[src/rtl/sv39_mmu_tlb_pkg.sv]
// Shared types for the Sv39 translation unit: cbus request/response, satp, PTE, TLB entry.
// Latency: n/a (types and pure helper functions only).
// Backpressure: n/a.
package sv39_mmu_tlb_pkg;

    localparam int PAGE_SHIFT = 12;
    localparam int VPN_BITS   = 9;
    localparam int PPN_W      = 44;
    localparam int VPN_W      = 27;
    localparam logic [3:0] SATP_MODE_SV39 = 4'd8;

    typedef enum logic [2:0] {
        MSIZE1 = 3'd0,
        MSIZE2 = 3'd1,
        MSIZE4 = 3'd2,
        MSIZE8 = 3'd3
    } msize_t;

    typedef enum logic [3:0] {
        MLEN1  = 4'd0,
        MLEN2  = 4'd1,
        MLEN4  = 4'd3,
        MLEN8  = 4'd7,
        MLEN16 = 4'd15
    } mlen_t;

    typedef enum logic [1:0] {
        BURST_FIXED = 2'd0,
        BURST_INCR  = 2'd1,
        BURST_WRAP  = 2'd2
    } mburst_t;

    typedef struct packed {
        logic        valid;
        logic        is_write;
        logic [63:0] addr;
        msize_t      size;
        logic [7:0]  strobe;
        logic [63:0] data;
        mlen_t       len;
        mburst_t     burst;
    } cbus_req_t;

    typedef struct packed {
        logic        ready;
        logic        last;
        logic [63:0] data;
    } cbus_resp_t;

    typedef struct packed {
        logic [3:0]       mode;
        logic [15:0]      asid;
        logic [PPN_W-1:0] ppn;
    } satp_t;

    typedef struct packed {
        logic [9:0]       reserved;
        logic [PPN_W-1:0] ppn;
        logic [1:0]       rsw;
        logic             d;
        logic             a;
        logic             g;
        logic             u;
        logic             x;
        logic             w;
        logic             r;
        logic             v;
    } pte_t;

    // level: 0 = 4 KiB, 1 = 2 MiB, 2 = 1 GiB
    typedef struct packed {
        logic             valid;
        logic [VPN_W-1:0] vpn;
        logic [PPN_W-1:0] ppn;
        logic [1:0]       level;
    } tlb_entry_t;

    typedef enum logic [2:0] {
        S_IDLE  = 3'd0,
        S_WALK  = 3'd1,
        S_CHECK = 3'd2,
        S_PASS  = 3'd3,
        S_FAULT = 3'd4
    } mmu_state_t;

    // VPN bits that must match for an entry of the given level.
    function automatic logic [VPN_W-1:0] vpn_mask(input logic [1:0] level);
        case (level)
            2'd2:    return 27'h7FC_0000;
            2'd1:    return 27'h7FF_FE00;
            default: return 27'h7FF_FFFF;
        endcase
    endfunction

    // One 9-bit VPN field out of vaddr[38:12].
    function automatic logic [VPN_BITS-1:0] vpn_slice(input logic [VPN_W-1:0] vpn,
                                                      input logic [1:0] lvl);
        case (lvl)
            2'd2:    return vpn[26:18];
            2'd1:    return vpn[17:9];
            default: return vpn[8:0];
        endcase
    endfunction

    // Superpage leaves take their low PPN fields from the virtual address.
    function automatic logic [63:0] make_paddr(input logic [PPN_W-1:0] ppn,
                                               input logic [1:0] level,
                                               input logic [29:0] vaddr);
        logic [PPN_W-1:0] p;
        p = ppn;
        if (level >= 2'd1) p[8:0]  = vaddr[20:12];
        if (level >= 2'd2) p[17:9] = vaddr[29:21];
        return {8'b0, p, vaddr[11:0]};
    endfunction

endpackage

[src/rtl/sv39_mmu_tlb_tlb.sv]
// Fully-associative TLB: combinational lookup, fill into first free slot or round-robin victim.
// Latency: lookup 0 cycles; fill/flush take effect on the next clock edge.
// Backpressure: none; flush has priority over a fill in the same cycle.
// Ports: lookup_vaddr -> hit/paddr; fill_* write one entry; flush clears all valid bits.
module mmu_tlb
    import sv39_mmu_tlb_pkg::*;
#(
    parameter int TLB_ENTRIES = 8
) (
    input  logic             clk,
    input  logic             reset_n,
    input  logic [38:0]      lookup_vaddr,
    output logic             hit,
    output logic [63:0]      paddr,
    input  logic             fill,
    input  logic [VPN_W-1:0] fill_vpn,
    input  logic [PPN_W-1:0] fill_ppn,
    input  logic [1:0]       fill_level,
    input  logic             flush
);

    localparam int IDX_W = (TLB_ENTRIES > 1) ? $clog2(TLB_ENTRIES) : 1;

    tlb_entry_t       entries [TLB_ENTRIES];
    logic [IDX_W-1:0] victim;
    logic [IDX_W-1:0] free_idx;
    logic             free_found;
    logic [IDX_W-1:0] fill_idx;
    logic [VPN_W-1:0] lookup_vpn;

    assign lookup_vpn = lookup_vaddr[38:12];

    // Scan downwards so the lowest-index match wins.
    always_comb begin
        hit   = 1'b0;
        paddr = '0;
        for (int i = TLB_ENTRIES - 1; i >= 0; i--) begin
            if (entries[i].valid &&
                ((entries[i].vpn & vpn_mask(entries[i].level)) ==
                 (lookup_vpn & vpn_mask(entries[i].level)))) begin
                hit   = 1'b1;
                paddr = make_paddr(entries[i].ppn, entries[i].level, lookup_vaddr[29:0]);
            end
        end
    end

    always_comb begin
        free_found = 1'b0;
        free_idx   = '0;
        for (int i = TLB_ENTRIES - 1; i >= 0; i--) begin
            if (!entries[i].valid) begin
                free_found = 1'b1;
                free_idx   = IDX_W'(i);
            end
        end
    end

    assign fill_idx = free_found ? free_idx : victim;

    always_ff @(posedge clk or negedge reset_n) begin
        if (!reset_n) begin
            for (int i = 0; i < TLB_ENTRIES; i++) begin
                entries[i] <= '0;
            end
            victim <= '0;
        end else if (flush) begin
            for (int i = 0; i < TLB_ENTRIES; i++) begin
                entries[i].valid <= 1'b0;
            end
        end else if (fill) begin
            entries[fill_idx] <= '{valid: 1'b1, vpn: fill_vpn, ppn: fill_ppn, level: fill_level};
            // Pointer moves on every fill, even one that landed in a free slot.
            if (victim == IDX_W'(TLB_ENTRIES - 1)) begin
                victim <= '0;
            end else begin
                victim <= victim + IDX_W'(1);
            end
        end
    end

endmodule

[src/rtl/sv39_mmu_tlb.sv]
// Sv39 translation between pipeline port (ireq/iresp) and memory (oreq/oresp) with TLB and walker.
// Latency: bypass 0 cycles; TLB hit 1 bubble cycle; miss 2 cycles per PTE level plus the access.
// Backpressure: iresp mirrors oresp in bypass/PASS; walker waits on oresp.ready && oresp.last.
// Ports: satp/priviledgeMode select translation; sfence flushes; page_fault/fault_vaddr report faults.
module sv39_mmu_tlb
    import sv39_mmu_tlb_pkg::*;
#(
    parameter int TLB_ENTRIES   = 8,
    parameter int FLUSH_ON_SATP = 1
) (
    input  logic        clk,
    input  logic        reset_n,
    input  cbus_req_t   ireq,
    output cbus_resp_t  iresp,
    output cbus_req_t   oreq,
    input  cbus_resp_t  oresp,
    input  satp_t       satp,
    input  logic [1:0]  priviledgeMode,
    input  logic        sfence,
    output logic        page_fault,
    output logic [63:0] fault_vaddr
);

    mmu_state_t  state;
    cbus_req_t   req_q;
    logic [63:0] paddr_q;
    logic [63:0] pte_addr;
    logic [1:0]  lvl;
    pte_t        pte_q;
    logic        kill;
    logic [63:0] fault_vaddr_q;
    satp_t       satp_q;

    logic        active;
    logic        satp_chg;
    logic        flush;
    logic        tlb_hit;
    logic [63:0] tlb_paddr;
    logic        pte_bad;
    logic        pte_leaf;
    logic        misaligned;
    logic        to_fault;
    logic        do_fill;
    logic        pte_unused;

    assign active   = (satp.mode == SATP_MODE_SV39) && (priviledgeMode != 2'b11);
    assign satp_chg = (FLUSH_ON_SATP != 0) && (satp != satp_q);
    assign flush    = sfence || satp_chg;

    // U/A/D/G are left to the pipeline.
    assign pte_unused = ^{pte_q.reserved, pte_q.rsw, pte_q.d, pte_q.a, pte_q.g, pte_q.u};

    assign pte_bad    = !pte_q.v || (!pte_q.r && pte_q.w);
    assign pte_leaf   = pte_q.r || pte_q.x;
    assign misaligned = ((lvl == 2'd1) && (|pte_q.ppn[8:0])) ||
                        ((lvl == 2'd2) && (|pte_q.ppn[17:0]));
    assign to_fault   = (state == S_CHECK) &&
                        (pte_bad || (pte_leaf && misaligned) || (!pte_leaf && lvl == 2'd0));
    // A flush seen during the walk (kill) drops the fill but not the translation.
    assign do_fill    = (state == S_CHECK) && !pte_bad && pte_leaf && !misaligned && !kill;

    mmu_tlb #(
        .TLB_ENTRIES (TLB_ENTRIES)
    ) u_tlb (
        .clk          (clk),
        .reset_n      (reset_n),
        .lookup_vaddr (ireq.addr[38:0]),
        .hit          (tlb_hit),
        .paddr        (tlb_paddr),
        .fill         (do_fill),
        .fill_vpn     (req_q.addr[38:12]),
        .fill_ppn     (pte_q.ppn),
        .fill_level   (lvl),
        .flush        (flush)
    );

    always_ff @(posedge clk or negedge reset_n) begin
        if (!reset_n) begin
            state         <= S_IDLE;
            req_q         <= '0;
            paddr_q       <= '0;
            pte_addr      <= '0;
            lvl           <= 2'd0;
            pte_q         <= '0;
            kill          <= 1'b0;
            fault_vaddr_q <= '0;
            satp_q        <= '0;
        end else begin
            satp_q <= satp;
            if (flush && (state == S_WALK || state == S_CHECK)) begin
                kill <= 1'b1;
            end
            if (to_fault) begin
                fault_vaddr_q <= req_q.addr;
            end
            case (state)
                S_IDLE: begin
                    if (ireq.valid && active) begin
                        req_q <= ireq;
                        if (tlb_hit) begin
                            paddr_q <= tlb_paddr;
                            state   <= S_PASS;
                        end else begin
                            lvl      <= 2'd2;
                            kill     <= 1'b0;
                            pte_addr <= {8'b0, satp.ppn, 12'b0} +
                                        {52'b0, vpn_slice(ireq.addr[38:12], 2'd2), 3'b0};
                            state    <= S_WALK;
                        end
                    end
                end
                S_WALK: begin
                    if (oresp.ready && oresp.last) begin
                        pte_q <= pte_t'(oresp.data);
                        state <= S_CHECK;
                    end
                end
                S_CHECK: begin
                    if (to_fault) begin
                        state <= S_FAULT;
                    end else if (pte_leaf) begin
                        paddr_q <= make_paddr(pte_q.ppn, lvl, req_q.addr[29:0]);
                        state   <= S_PASS;
                    end else begin
                        lvl      <= lvl - 2'd1;
                        pte_addr <= {8'b0, pte_q.ppn, 12'b0} +
                                    {52'b0, vpn_slice(req_q.addr[38:12], lvl - 2'd1), 3'b0};
                        state    <= S_WALK;
                    end
                end
                S_PASS: begin
                    if (!ireq.valid || (oresp.ready && oresp.last)) begin
                        state <= S_IDLE;
                    end
                end
                S_FAULT: begin
                    state <= S_IDLE;
                end
                default: begin
                    state <= S_IDLE;
                end
            endcase
        end
    end

    // Bus outputs decode straight from registered state; nothing leaks out while in reset.
    always_comb begin
        oreq  = '0;
        iresp = '0;
        if (reset_n) begin
            case (state)
                S_IDLE: begin
                    if (!active) begin
                        oreq  = ireq;
                        iresp = oresp;
                    end
                end
                S_WALK: begin
                    oreq.valid    = 1'b1;
                    oreq.is_write = 1'b0;
                    oreq.addr     = pte_addr;
                    oreq.size     = MSIZE8;
                    oreq.strobe   = 8'hFF;
                    oreq.len      = MLEN1;
                    oreq.burst    = BURST_FIXED;
                end
                S_PASS: begin
                    oreq       = req_q;
                    oreq.addr  = paddr_q;
                    // An abandoned request must not reach memory.
                    oreq.valid = req_q.valid && ireq.valid;
                    iresp      = oresp;
                end
                S_FAULT: begin
                    iresp.ready = 1'b1;
                    iresp.last  = 1'b1;
                end
                default: begin
                end
            endcase
        end
    end

    assign page_fault  = (state == S_FAULT);
    assign fault_vaddr = fault_vaddr_q;

endmodule

[config.mk]
export PLATFORM = sky130hd
export DESIGN_NAME = sv39_mmu_tlb
export DESIGN_NICKNAME = d
export VERILOG_FILES = /design/src/rtl/sv39_mmu_tlb_pkg.sv /design/src/rtl/sv39_mmu_tlb_tlb.sv /design/src/rtl/sv39_mmu_tlb.sv
export SDC_FILE = /design/constraint.sdc
export NUM_CORES = 2
export LEC_CHECK = 0
export ABC_AREA = 0
export CORE_MARGIN = 5
export CORE_UTILIZATION = 34
export DETAILED_ROUTE_END_ITERATION = 12
export PLACE_DENSITY = 0.53
export SETUP_SLACK_MARGIN = 0.02
export SYNTH_ARGS = -nofsm -noshare
export SYNTH_HDL_FRONTEND = slang
export SYNTH_SLANG_ARGS = --single-unit
[constraint.sdc]
create_clock -name clk -period 4.01 [get_ports clk]
set_input_delay 0.6015 -clock clk [delete_from_list [all_inputs] [get_ports clk]]
set_output_delay 0.6015 -clock clk [all_outputs]
set_load 0.05 [all_outputs]
; Yosys cells after proc, flatten, opt, wreduce, memory -nomap -nowiden
; Cells that the tools add are included.
[totals]
ff_bits = 1052
input_bits = 282
output_inout_bits = 278
[classes]
n_addsub = 4
n_lt_le_gt_ge = 20
n_eq_ne = 44
mux = 114
bitwise_logic = 18
n_reduce_logical = 51
[ops]
columns = operator, count
row1 = 592-bit bitwise mux, 1
row2 = 592-bit two-way mux, 1
row3 = 64-bit two-way mux, 8
row4 = 64-bit case mux with 2 select lines, 4
row5 = 56-bit two-way mux, 8
row6 = 27-bit bitwise AND, 16
row7 = 147-bit two-way mux, 2
row8 = 18-bit case mux with 2 select lines, 8
row9 = 77-bit case mux with 3 select lines, 1
row10 = 74-bit demux with 3-bit select, 1
row11 = 27-bit == test, 8
row12 = 9-bit two-way mux, 24
row13 = 66-bit two-way mux, 2
row14 = 56-bit by 12-bit adder with 57-bit output, 2
row15 = 74-bit two-way mux, 1
row16 = 64-bit != test, 1
row17 = 3-bit two-way mux, 14
row18 = 1-bit two-way mux, 28
row19 = 1-bit logical AND, 24
row20 = "2-bit by 1-bit == test with 1-bit output, second input constant", 10
row21 = "2-bit == test, second input constant", 10
row22 = "2-bit by 1-bit greater-or-equal comparator with 1-bit output, second input constant", 9
row23 = "2-bit greater-or-equal comparator, second input constant", 9
row24 = 9-bit case mux with 2 select lines, 1
row25 = other kinds (27), 58

; Longest topological paths before layout
[logic_depth]
word_depth = 20
ltp_mapped = 13
mapped_depth_nobuf = 10

; By module
; Synthesis repeated with hierarchy kept, for this count alone.
[hier_totals]
cells_unflattened = 4287
hier_area_um2 = 50604.8
[by_module_without_submodules]
columns = mod, n_inst, cells_per_inst, area_each_um2, seq_area_each_um2
row1 = mmu_tlb, 1, 2408, 29853.6, 14889.3
row2 = sv39_mmu_tlb, 1, 1879, 20751.2, 11160.7

; Worst setup path after synthesis
; Ideal clock, no wire load.
[synth_path]
path_type = register -> output
start = register state[2]
end = output port oreq[70] in the netlist's numbering
arrival_ps = 2587
t_required_ps = 3408
path_slack_ps = 821
path_stages_with_launch = 8
cell_sequence = dfrtp_1 clkbuf_1 nor3_1 and2_0 clkbuf_1 buf_1 nand2_1 a21oi_1
[synth_rtl]
columns = item, line_no
row1 = from (decl), sv39_mmu_tlb.sv:24  ; mmu_state_t state;
row2 = from (signal assigned), sv39_mmu_tlb.sv:79  ; state <= S_IDLE;
row3 = from (signal assigned), sv39_mmu_tlb.sv:102  ; state <= S_PASS;
row4 = from (signal assigned), sv39_mmu_tlb.sv:108  ; state <= S_WALK;
row5 = to (decl), sv39_mmu_tlb.sv:15  ; output cbus_req_t oreq,

==> flow_summary.json <==
{
  "status": "completed",
  "synth_edf_count": 0,
  "grtUsageMet2_pct": 38.0,
  "synthTopCellsByCount": "1,033 x dfrtp_1, 746 x mux2_2, 629 x nand2_1",
  "die_x_um": 400,
  "setup_viol": 0,
  "whs_ns": 0.322,
  "slew_headroom_pct": 25.7,
  "vias": 39300,
  "drv_cap": 0,
  "wl_per_cell_um": 26.5,
  "grt_pass1_vias": 39500,
  "first_iter_violations": 3263,
  "drt_wl_total_um": 195000,
  "grt_pass1_wl_um": 284000,
  "utilization_pct": 45.0,
  "syn_nets": 4901,
  "worst_hold_path_type": "primary input to register",
  "synth-seq-area-share_pct": 50.1,
  "regToRegSetupSlack_ns": 0.22,
  "p_per_area_nw_per_um2": 629,
  "power.leakage_nw": 31.3,
  "io_buffers": 559,
  "met1_usage_pct": 33.3,
  "fin_crit_ns": 3.87,
  "post-cts-setup-buffers": 0,
  "busiest_layer": "met2",
  "dpl_cell_area_um2": 64100,
  "tns_ns": 0,
  "reg2regPathDepth": 10,
  "cts_tree": "done",
  "fin_nets": 5530,
  "finClkSkew_ns": 0.0584,
  "synth_cells": 4596,
  "clk_latency_ns": 0.76,
  "clockRootBuffer": "clkbuf_16",
  "maxSlewViolCount": 0,
  "critPathRequiredTime_ns": 3.41,
  "syn_area_um2": 51600,
  "cts_buffers": 116,
  "gr-usage-met3_pct": 4.21,
  "h-tree-depth": 3,
  "period_share_pct": 96.4,
  "ir_drop_mv": 0.428,
  "fmax_mhz": 259,
  "initial_utilization_pct": 34.1,
  "rsz0062_at_grt": "no",
  "max_slew.worst_pin.slew_ns": 1.12,
  "post-route-drc-count": 0,
  "synth_area_leaders": "dfrtp_1 50%, mux2_2 16%, nand2_1 4.6%",
  "place.gp.congestion": 0.921,
  "dominantRegCellSynth": "dfrtp_1",
  "clk_path_buf_depth": 3,
  "startpoint_type": "register",
  "row_count": 143,
  "timing.final.hold_violations": 0,
  "grt_remaining_overflow": 0,
  "antenna_found_initial": 12,
  "crit_path_start": "state[1]",
  "clk_pin_slew_ns": 0.06,
  "end_kind": "output port",
  "avgSynthCellArea_um2": 11.2,
  "yosysWarnings": 0,
  "synth-seq-cells": 1033,
  "synth_most_common_cell": "dfrtp_1",
  "path_class": "register to output port",
  "whs_endpoint": "satp_q[29]",
  "synthArstFlopShare_pct": 100,
  "synth_top_area_share_pct": 50.1,
  "cp_max_fo": 35,
  "design_area_um2": 68200,
  "track_usage_pct": 23.9,
  "core_area_um2": 152000,
  "drive_gt1_share_pct": 30.5,
  "numClockSinks": 1033,
  "r2r_start": "pte_q[15]",
  "synth_area_leader_cell": "dfrtp_1",
  "hpwl_um": 139000,
  "worst_ep_arrival_time_ns": 3.27,
  "hp-start": "satp[29]",
  "viasPerCell": 5.34,
  "antenna_left": 0,
  "ios": 560,
  "die_area_um2": 160000,
  "hold_path_depth": 1,
  "grt_max_degree": 147,
  "r2r_end": "u_tlb.entries[293]",
  "syn2layout_area_growth_pct": 32.2,
  "dr.pass1.iters": 6,
  "die-height_um": 400,
  "ys_types": 79,
  "num-fill-cells": 14000
}
[per-layer routing]
layer | wire length, um | vias up
met1 | 86600 | 20200
met3 | 12900 | 265
met5 | 0 | -
met2 | 90300 | 1373
li1 | - | 17500
met4 | 5620 | 0
[cell usage in the layout (no fill, tap or decap), types with 48 or more instances in the layout]
cell type,synthesis,final
and2_1,89,88
inv_1,48,48
mux2_2,746,746
o21ai_0,54,54
buf_12,0,304
clkbuf_16,0,119
xor2_1,163,163
xnor2_1,94,94
nor2_1,186,185
nand2_1,629,627
mux2i_1,129,129
mux2_1,58,58
a21oi_1,75,75
clkdlybuf4s50_1,0,345
nand3_1,77,75
nand4_1,57,57
a22oi_1,137,136
nor4_1,62,62
mux2_4,48,48
buf_4,29,261
dfrtp_1,1033,1032
[stage by stage]
step	total power [W]	cells	setup WS (ns)
3_5_place_dp	0.0317	7136	-0.230
2_1_floorplan	0.0229	4596	0.821
3_3_place_gp	0.0316	7136	-0.197
5_1_grt	0.0448	7362	0.0537
6_report	0.0429	7364	0.143
4_1_cts	0.0433	7355	0.0661
[final cells by class]
cell class	instances	area, um2	area share [%]
diodes	9	22.5	0.0330
clock buffers	177	3550	5.20
clock inverters	41	566	0.829
inverters	50	188	0.275
multi-input cells	3110	24000	35.1
flip-flops and latches	1033	25900	37.9
well taps	2030	2540	3.72
repair buffers	914	11500	16.9
[what timing repair did]
action	CTS	global route
setup endpoints to repair	2	22
hold endpoints to repair	19	0
resized for setup	2	1
hold buffers	1	0
[how the worst max path moves through the flow]
stage / endpoint
after floorplan: oreq[70]
after global placement: paddr_q[14]
after detailed placement: paddr_q[15]
after CTS: oreq[19]
after global routing: u_tlb.entries[383]
final: oreq[111]
[registers in the layout (all words and copies together) (netlist names), 3 cells and up]
| register | count |
|---|---|
| fault_vaddr | 64 |
| state | 3 |
| u_tlb.entries | 592 |
| pte_addr | 53 |
| satp_q | 64 |
| req_q | 147 |
| pte_q | 48 |
| u_tlb.victim | 3 |
| paddr_q | 56 |
[logic make-up after synthesis]
family / count (synthesis) / synth area share, %
flip-flops: 1033 / 50.1
AO/OA/AOI/OAI: 567 / 8.16
XOR/XNOR: 258 / 4.39
AND/OR/NAND/NOR: 1281 / 11.6
multiplexers: 981 / 21.4
buffers and inverters: 453 / 3.79
adder cells (fa/ha/maj): 23 / 0.557
[power by group]
part / switching (W) / internal [W] / leakage [nW]
clock network: 0.00463 / 0.00679 / 2.02
logic: 0.0102 / 0.00709 / 15.6
registers: 0.00199 / 0.0122 / 13.6
[critical path, stage by stage, from the launching register on]
cell	delay [ns]
dfrtp_4	0.70
buf_6	0.45
mux2_2	0.45
a22oi_1	0.39
buf_4	0.23
nor2_1	0.07
buf_12	0.22
Note: power is estimated with default switching activity, not from simulation.
